### src/rtl/gb_loader.sv
// Write-side front end of the global buffer: turns a valid/ready byte stream into
// fmaps/weight bank writes with one cycle of latency and a done pulse per load.
module gb_loader #(
  parameter int unsigned FMAPS_WORDS  = 32,
  parameter int unsigned WEIGHT_WORDS = 64
) (
  input  logic       clk,
  input  logic       rst_n,
  input  logic       start,
  input  logic [1:0] mode,
  input  logic       abort,
  input  logic       in_valid,
  input  logic [7:0] in_data,
  output logic       in_ready,
  output logic [1:0] cs,
  output logic [1:0] we,
  output logic [7:0] data_o,
  output logic [4:0] fmaps_addr,
  output logic [5:0] weight_addr,
  output logic       busy,
  output logic       done
);

  localparam int unsigned CNT_W = 7;
  localparam int unsigned FA_W  = 5;
  localparam int unsigned WA_W  = 6;
  localparam int unsigned D_W   = 8;

  localparam logic [1:0] ST_IDLE   = 2'd0;
  localparam logic [1:0] ST_FMAPS  = 2'd1;
  localparam logic [1:0] ST_WEIGHT = 2'd2;
  localparam logic [1:0] ST_FIN    = 2'd3;

  localparam logic [CNT_W-1:0] F_LAST = CNT_W'(FMAPS_WORDS - 1);
  localparam logic [CNT_W-1:0] W_LAST = CNT_W'(WEIGHT_WORDS - 1);

  logic [1:0]       state_q, state_d;
  logic [CNT_W-1:0] cnt_q, cnt_d;
  logic             wload_q, wload_d;
  logic [1:0]       cs_q, cs_d;
  logic [D_W-1:0]   data_q, data_d;
  logic [FA_W-1:0]  faddr_q, faddr_d;
  logic [WA_W-1:0]  waddr_q, waddr_d;
  logic             in_ready_q, in_ready_d;
  logic             busy_q, busy_d;
  logic             done_q, done_d;
  logic             beat_c;

  // in_ready_q mirrors "state is LOAD_*", so it doubles as the handshake qualifier
  assign beat_c = in_valid & in_ready_q;

  // Next state, beat counter and registered write-port values
  always_comb begin
    state_d = state_q;
    cnt_d   = cnt_q;
    wload_d = wload_q;
    cs_d    = 2'b00;
    data_d  = data_q;
    faddr_d = faddr_q;
    waddr_d = waddr_q;

    if (abort) begin
      state_d = ST_IDLE;
      cnt_d   = '0;
    end else begin
      case (state_q)
        ST_IDLE: begin
          if (start) begin
            wload_d = mode[1];
            cnt_d   = '0;
            if (mode[0])      state_d = ST_FMAPS;
            else if (mode[1]) state_d = ST_WEIGHT;
            else              state_d = ST_FIN;
          end
        end
        ST_FMAPS: begin
          if (beat_c) begin
            cs_d    = 2'b01;
            data_d  = in_data;
            faddr_d = FA_W'(cnt_q);
            if (cnt_q == F_LAST) begin
              cnt_d   = '0;
              state_d = wload_q ? ST_WEIGHT : ST_FIN;
            end else begin
              cnt_d = cnt_q + CNT_W'(1);
            end
          end
        end
        ST_WEIGHT: begin
          if (beat_c) begin
            cs_d    = 2'b10;
            data_d  = in_data;
            waddr_d = WA_W'(cnt_q);
            if (cnt_q == W_LAST) begin
              cnt_d   = '0;
              state_d = ST_FIN;
            end else begin
              cnt_d = cnt_q + CNT_W'(1);
            end
          end
        end
        ST_FIN:  state_d = ST_IDLE;
        default: state_d = ST_IDLE;
      endcase
    end

    in_ready_d = (state_d == ST_FMAPS) || (state_d == ST_WEIGHT);
    busy_d     = (state_d != ST_IDLE);
    done_d     = (state_d == ST_FIN);
  end

  always_ff @(posedge clk or negedge rst_n) begin
    if (!rst_n) begin
      state_q    <= ST_IDLE;
      cnt_q      <= '0;
      wload_q    <= 1'b0;
      cs_q       <= 2'b00;
      data_q     <= '0;
      faddr_q    <= '0;
      waddr_q    <= '0;
      in_ready_q <= 1'b0;
      busy_q     <= 1'b0;
      done_q     <= 1'b0;
    end else begin
      state_q    <= state_d;
      cnt_q      <= cnt_d;
      wload_q    <= wload_d;
      cs_q       <= cs_d;
      data_q     <= data_d;
      faddr_q    <= faddr_d;
      waddr_q    <= waddr_d;
      in_ready_q <= in_ready_d;
      busy_q     <= busy_d;
      done_q     <= done_d;
    end
  end

  assign in_ready    = in_ready_q;
  assign cs          = cs_q;
  assign we          = cs_q;
  assign data_o      = data_q;
  assign fmaps_addr  = faddr_q;
  assign weight_addr = waddr_q;
  assign busy        = busy_q;
  assign done        = done_q;

endmodule
### config.mk
export PLATFORM = sky130hd
export DESIGN_NAME = gb_loader
export DESIGN_NICKNAME = d
export VERILOG_FILES = /design/src/rtl/gb_loader.sv
export SDC_FILE = /design/constraint.sdc
export NUM_CORES = 1
export LEC_CHECK = 0
export CORE_ASPECT_RATIO = 1.25
export CORE_UTILIZATION = 40
export CTS_BUF_LIST = sky130_fd_sc_hd__clkbuf_8
export DETAILED_ROUTE_END_ITERATION = 10
export GPL_ROUTABILITY_DRIVEN = 0
export PLACE_DENSITY = 0.7
export SLEW_MARGIN = 20
export SYNTH_ARGS = -nofsm -noshare
export SYNTH_HDL_FRONTEND = slang
export SYNTH_SLANG_ARGS = --single-unit
### constraint.sdc
create_clock -name clk -period 2.24 [get_ports clk]
set_clock_uncertainty 0.2 [all_clocks]
set_input_delay 0.448 -clock clk [delete_from_list [all_inputs] [get_ports clk]]
set_output_delay 0.448 -clock clk [all_outputs]
set_load 0.01 [all_outputs]
Word-level counts from Yosys, hierarchy flattened

Cells that the tools add are included.

$add $sub $neg: 1
Equality and inequality tests: 11
Muxes and demuxes: 21
Bitwise logic cells: 2
Reduce and logical (&&, ||, !) cells: 10

Operator list:

| kind                                                 | number |
|---|---|
| two-way mux 7 bit                                    | 6 |
| case mux 7 bit (3 select lines)                      | 1 |
| two-way mux 2 bit                                    | 9 |
| AND reduction 3 bit                                  | 4 |
| != test 3 bit (second input constant)                | 3 |
| equality test 2 bit (second input constant)          | 4 |
| case mux 2 bit (4 select lines)                      | 1 |
| adder 7 x 1 -> 7 bit (second input constant)         | 1 |
| equality test 7 x 5 -> 1 bit (second input constant) | 1 |
| equality test 7 x 6 -> 1 bit (second input constant) | 1 |
| equality test 2 x 1 -> 1 bit (second input constant) | 2 |
| case mux 2 bit (2 select lines)                      | 1 |
| AND reduction 4 bit                                  | 1 |
| nonzero test 4 bit                                   | 1 |
| two-way mux 1 bit                                    | 3 |
| zero test 2 bit                                      | 1 |
| nonzero test 2 bit                                   | 1 |
| OR reduction 2 bit                                   | 1 |
| AND 1 bit                                            | 1 |
| logical OR 1 bit                                     | 1 |
| NOT 1 bit                                            | 1 |

Register bits: 34
Output and inout bits: 26

Logic depth before layout (Yosys ltp)

Gate-level depths: netlist of the first run.

Depth in word-level cells: 7
Mapped depth: 8
Mapped depth without buffers: 8

Worst setup path after synthesis of the first run

OpenSTA, ideal clock, no wires.

Kind: register to register
From: reg cnt_q[0]
To: reg in_ready_q, in the netlist in_ready
Setup time: 0.126 ns
Arrival: 1.750 ns
Required time: 1.914 ns
Path slack: 0.164 ns
Stages on the path, launching flop included: 7
Buffers on the path: 0
Period minus slack after synthesis: 2.076 ns
Cells stage by stage: dfrtp_1 > ha_1 > and4_1 > and3_1 > a211o_1 > and3_1 > ha_1

Longest elaborated chain between the ends: 7

RTL lines:

| element                                                                             | RTL line | text |
|---|---|---|
| start: declaration                                                                  | 38       | `logic [CNT_W-1:0] cnt_q, cnt_d;` |
| start signal: assignment                                                            | 126      | `cnt_q <= cnt_d;` |
| equality test 7 x 6 -> 1 bit / equality test 7 x 5 -> 1 bit (equally long branches) | 94, 81   |  |
| two-way mux 2 bit, on equally long branches                                         | 94, 81   |  |
| two-way mux 2 bit, on equally long branches                                         | 90, 77   |  |
| case mux 2 bit (4 select lines) *                                                   | 66       | `case (state_q)` |
| two-way mux 2 bit *                                                                 | 62       | `if (abort) begin` |
| equality test 2 x 1 -> 1 bit / equality test 2 bit (equally long branches)          | 107      | `in_ready_d = (state_d == ST_FMAPS) \|\| (state_d == ST_WEIGHT);` |
| logical OR 1 bit *                                                                  | 107      |  |
| via in_ready_d                                                                      | 44       | `logic in_ready_q, in_ready_d;` |
| end signal: assignment                                                              | 132      | `in_ready_q <= in_ready_d;` |
| end: declaration                                                                    | 44       |  |

The timed path passes the listed nets; every way through them passes the cells marked *.
A chain may end at the register's enable or synchronous reset.

Worst setup path in the final report of the first run

Same ends and word-level chain as after synthesis.

==> impl_metrics.toml, run 1 <==
[clock_network]
htree_num_levels = 2
holdBufCountCts = 0
cts_tree = "yes"
cts-root-buf = "clkbuf_8"
insertion_delay_ns = 0.28
cts.sinks = 34
cts_buffer_depth = 2
clk_pin_slew_worst_paths_ns = 0.06
numCtsBuffers = 5

[power]
p_seq_share_pct = 44.0
power.switching_w = 0.0005059
peakVddDrop_mv = 0.6191
clkPwrFrac_pct = 24.2
power_density_mw_per_mm2 = 806.9
p_leak_nw = 0.9859
internal-power_w = 0.001276
swShare_pct = 28.39
p_comb_share_pct = 31.8

[detailed_routing]
drt-wirelength-per-cell_microns = 13.77
vias = 1263
initialDrtViolationCount = 28
via_per_inst = 5.219
met1_length_mm = 1.336
drc = 0
routed_wl_mm = 3.332
ant_nets = 0
drtPass1Iterations = 4
met2WireLength_mm = 1.764
top_layer_used = "met4"
wl_met3_microns = 173

[floorplanning]
core_area_sq_mm = 0.003816
pin_count = 41
die-area_sq_mm = 0.004262
chipHeight_microns = 72.75
die_w_microns = 58.60
num_rows = 25
start_util_pct = 41.97

[synth]
synth_most_common_cell = "dfrtp_1"
synth_area_sq_mm = 0.001602
synth_area_leaders = "dfrtp_1 (53%), mux2_2 (13%), ha_1 (4.7%)"
synthFlopType = "dfrtp_1"
synth_top_area_cell = "dfrtp_1"
synthCells = 138
synth_edf_count = 0
async_reset_ff_share_pct = 100.0
synth.yosys.seq_area_share_pct = 53.13
synth_warnings = 0
synthTopCellsByCount = "dfrtp_1 (34), mux2_2 (18), nand2_1 (12)"
synth.avg_cell_area_sq_um = 11.61
yosysTopAreaCellShare_pct = 53.13
synth_nets = 159
synth-seq-cells = 34
synth_cell_type_count = 37

[sta]
slew_violations = 0
slew-limit-headroom_pct = 72.48
max_freq_mhz = 469.3
hold_violations = 0
rsz0062_at_grt = "yes"
fin_ws_ns = 0.1093
worst_slew_pin_slew_ns = 0.4127
final-setup-viol-count = 0
fin_crit_ns = 2.131
period_share_pct = 95.12

[global_routing]
grt_first_pass_wirelength_mm = 5.830
overflow = 0
antenna_found_initial = 0
grt_pass1_vias = 1326
track_usage_pct = 18.04
grt_max_degree = 35

[cells_and_area]
final_layout_size_suffix_gt1_share_pct = 21.81
area_delta_synth_final_pct = 37.89
multi_input_area_sq_um = 720.7
final-seq-area_sq_um = 850.8
nNetsFinal = 210
stdcell_area_sq_mm = 0.002208
antenna_cells = 0
n_fill_cell = 337

[hold_path]
hold_depth = 2
holdCritPathClass = "register to register"

[critical_path]
worstSetupPathType = "register to register"
cp_data_required_time_ns = 2.20
crit_path_end_kind = "register"
rr_worst_depth = 6
rrSetupSlack_ns = 0.11
cp.arrival_ns = 2.09
cp_max_fo = 6
startpoint_type = "register"

[place]
port_buffers = 40
place_area_sq_mm = 0.002105
dp_hpwl_mm = 2.499
post-place-ws_ns = -0.1373

[job]
drv_cap = 0

[run_status]
outcome = "finished clean"
==> logic make-up (layout without fill, tap and decap cells) <==
| group | after synthesis | count (layout) | share of synthesized area (%) |
|---|---|---|---|
| AO/OA/AOI/OAI | 24 | 24 | 10.00 |
| adder cells (fa/ha/maj) | 6 | 6 | 4.687 |
| buffers and inverters | 10 | 60 | 3.203 |
| flip-flops | 34 | 34 | 53.13 |
| multiplexers | 20 | 20 | 13.91 |
| AND/OR/NAND/NOR | 44 | 44 | 15.08 |
==> metal layers <==
| layer | track usage (%) | up-vias |
|---|---|---|
| met5 | 0 | - |
| met4 | 7.143 | 0 |
| met3 | 4.965 | 8 |
| met2 | 31.93 | 46 |
| met1 | 20.34 | 608 |
| li1 | - | 601 |
==> worst max-delay path: stages, from the launching register on <==
cell and delay [ns]:
dfrtp_1 0.37, ha_2 0.22, and4_2 0.29, and3_1 0.19, o21ai_0 0.11, a221o_1 0.36, ha_1 0.27
==> cell usage in the layout, fill, tap and decap left out, drive strengths merged, types with 2 or more instances in the layout <==
| cell type | n |
|---|---|
| a21oi | 3 |
| and3 | 4 |
| and3b | 2 |
| buf | 9 |
| clkbuf | 6 |
| clkdlybuf4s50 | 40 |
| dfrtp | 34 |
| ha | 6 |
| inv | 5 |
| mux2 | 18 |
| mux2i | 2 |
| nand2 | 13 |
| nand2b | 2 |
| nand3 | 6 |
| nand4 | 3 |
| nor2 | 6 |
| o21ai | 9 |
| o22ai | 2 |
| o311ai | 2 |
==> flip-flops by register name, indices dropped and copies added, names as in the netlist <==
signal,count
cnt_q,7
cs,2
fmaps_addr,5
wload_q,1
busy,1
state_q,2
in_ready,1
data_o,8
done,1
weight_addr,6
==> power groups by stage <==
stage	logic [W]	clock network (W)	registers [W]
final	0.000566	0.000432	0.000784
after global placement	0.000549	0	0.000788
after detailed placement	0.000563	0	0.000793
after global routing	0.000612	0.000468	0.000800
after floorplan	0.000236	0	0.000829
after CTS	0.000567	0.000450	0.000785
==> through the flow <==
step / hold WS (ns) / utilization, % / TNS (ns) / power [W] / std cells
final: 0.2865 / 57.87 / 0 / 0.001782 / 242
after global routing: 0.3256 / 57.87 / 0 / 0.001880 / 242
after CTS: 0.2886 / 57.31 / 0 / 0.001802 / 242
after detailed placement: 0.2739 / 55.15 / -0.3239 / 0.001356 / 236
after global placement: 0.2680 / 55.15 / -0.06380 / 0.001337 / 236
after floorplan: -0.04759 / - / 0 / 0.001065 / 138
==> final cells by class <==
class / count / area share [%]
clock buffer: 6 / 3.739
sequential: 34 / 38.53
timing repair buffer: 49 / 21.19
tap: 54 / 3.059
inverter: 5 / 0.8499
multi-input combinational: 94 / 32.63
==> worst paths after layout <==
| check | from | endpoint |
|---|---|---|
| max | cnt_q[0]$_DFFE_PN0P_ | in_ready$_DFF_PN0_ |
| min | fmaps_addr[4]$_DFFE_PN0P_ | fmaps_addr[4]$_DFFE_PN0P_ |
| max reg2reg | cnt_q[0]$_DFFE_PN0P_ | in_ready$_DFF_PN0_ |
| min reg2reg | fmaps_addr[4]$_DFFE_PN0P_ | fmaps_addr[4]$_DFFE_PN0P_ |
| max in group asynchronous | rst_n | wload_q$_DFFE_PN0P_ |
| min in group asynchronous | rst_n | fmaps_addr[4]$_DFFE_PN0P_ |
==> what timing repair did <==
| item | CTS | global route |
|---|---|---|
| resized for setup | 0 | 7 |
| buffers inserted | 0 | 0 |
| setup endpoints to repair | 0 | 4 |
Power figures use the tool's default switching activity.
==> run 2: changes to the inputs <==
Settings changed: CAP_MARGIN set to 20.
==> results of run 2 <==
The final DEF is identical to that of run 1; final timing and power are the same.
==> run 3: changes to the inputs <==
Settings changed: CORE_UTILIZATION 40 to 45, PLACE_DENSITY 0.7 to 0.77.
==> run 3 against run 2 <==
Effect of this change: setup slack got worse by 0.023 ns; register-to-register slack worse by 0.02 ns; sequential share of layout area rose by 0.62 points; final cell count decreased by 6.6%; cell area shrank 1.6%; critical path type unchanged; highest routed layer unchanged.
==> impl_metrics.toml, run 3 (synthesis gave the netlist of run 1 again) <==
[global_routing]
overflow = 0
track_usage_pct = 19.82
grt_max_degree = 35
grt_pass1_vias = 1298
antenna_found_initial = 0
grt_first_pass_wirelength_mm = 5.658

[sta]
max_freq_mhz = 464.4
rsz0062_at_grt = "no"
hold_violations = 0
slew_violations = 0
timing.hold.ws_ns = 0.3079
fin_setup_tns_ns = 0
fin_crit_ns = 2.153
period_share_pct = 96.14
slew-limit-headroom_pct = 71.91
worst_slew_pin_slew_ns = 0.4213
final-setup-viol-count = 0

[cells_and_area]
stdcell_count = 226
nNetsFinal = 209
final_layout_size_suffix_gt1_share_pct = 20.11
area_delta_synth_final_pct = 35.70
layout_common_cells = "clkdlybuf4s50_1 (40), dfrtp_1 (34), mux2_2 (18)"
n_fill_cell = 273
stdcell_area_sq_mm = 0.002173
largest_register_ffs = 8
antenna_cells = 0
mostFrequentLayoutCell = "clkdlybuf4s50_1"

[floorplanning]
pin_count = 41
die_w_microns = 55.36
core_area_sq_mm = 0.003309
start_util_pct = 48.39
num_rows = 23
die-area_sq_mm = 0.003803
chipHeight_microns = 68.70

[job]
drv_cap = 0

[clock_network]
holdBufCountCts = 0
numCtsBuffers = 5
cts_buffer_depth = 2
cts_tree = "yes"
clk_pin_slew_worst_paths_ns = 0.07
htree_num_levels = 2
cts-root-buf = "clkbuf_8"
cts.sinks = 34
insertion_delay_ns = 0.28

[detailed_routing]
vias = 1289
via_per_inst = 5.704
drtPass1Iterations = 4
drt-wirelength-per-cell_microns = 14.74
routed_wl_mm = 3.332
initialDrtViolationCount = 40
drc = 0
ant_nets = 0

[critical_path]
crit_path_end_kind = "register"
rr_worst_depth = 6
crit_path_top_delay_cell = "dfrtp_1"
cp_max_fo = 4
rrSetupSlack_ns = 0.09
cp.arrival_ns = 2.12
reg2reg_to = "in_ready$_DFF_PN0_"
startpoint_type = "register"
cpPeakStageDelay_ns = 0.39
cp_data_required_time_ns = 2.21
worstSetupPathType = "register to register"
timing.rr.start = "cnt_q[0]$_DFFE_PN0P_"
crit_chain = "ha_1 > and4_1 > and3_1 > a211o_1 > and3_1 > ha_1"
cp-startpoint = "cnt_q[0]$_DFFE_PN0P_"

[run_status]
outcome = "finished clean"

[power]
peakVddDrop_mv = 0.6352
power_density_mw_per_mm2 = 831.1
p_leak_nw = 0.9818
total_power_w = 0.001806

[hold_path]
hp-start = "weight_addr[2]$_DFFE_PN0P_"
holdCritPathClass = "register to register"
hold_end = "weight_addr[2]$_DFFE_PN0P_"
hold_depth = 1

[place]
dp_hpwl_mm = 2.524
place_inst = 218
place_area_sq_mm = 0.002076
port_buffers = 40
==> run 3: worst max-delay path by stage <==
stage / end / slack [ns]
2_1_floorplan: in_ready$_DFF_PN0_ / 0.16
3_3_place_gp: in_ready$_DFF_PN0_ / -0.08
3_5_place_dp: in_ready$_DFF_PN0_ / -0.12
4_1_cts: in_ready$_DFF_PN0_ / 0.1
5_1_grt: in_ready$_DFF_PN0_ / 0.01
6_report: in_ready$_DFF_PN0_ / 0.09
==> run 3: metrics by stage <==
stage | utilization, % | setup WS [ns]
floorplan | - | 0.1640
global placement | 62.72 | -0.08345
detailed placement | 62.72 | -0.1211
CTS | 65.60 | 0.09801
global route | 65.67 | 0.01173
finish | 65.67 | 0.08657
==> run 3: critical path: cells and delay by family (launching register included) <==
family          cells  cell delay (ns)
compound gates      1             0.31
fa+ha+maj           2             0.54
flops               1             0.39
simple gates        3             0.60
==> run 3: layer usage <==
layer  up-vias  track usage (%)  wire [microns]
met1       631            21.88            1437
met2        50            35.24            1647
met3         9            5.597             170
met4         0            10.63              76
met5         -                0               0
li1        599                -               -
==> run 3: final cells by class <==
type                    instances  area (sq um)  area share (%)
flip-flops and latches         34         850.8           39.15
repair buffers                 48         460.4           21.19
clock buffers                   6         82.58           3.800
inverters                       5         18.77          0.8636
well taps                      37         46.29           2.130
multi-input cells              94         701.9           32.30
clock inverters                 2         12.51          0.5757
==> run 3: timing repair <==
action,in CTS,in global routing
buffers inserted,0,0
gates resized for setup,0,1
setup endpoints to repair,0,2
==> run 3: where the power goes <==
group	total, W	leakage, nW	switching, W	internal, W
Combinational	0.000563	0.480	0.000245	0.000318
Clock	0.000461	0.0472	0.000215	0.000247
Sequential	0.000782	0.454	0.0000620	0.000720
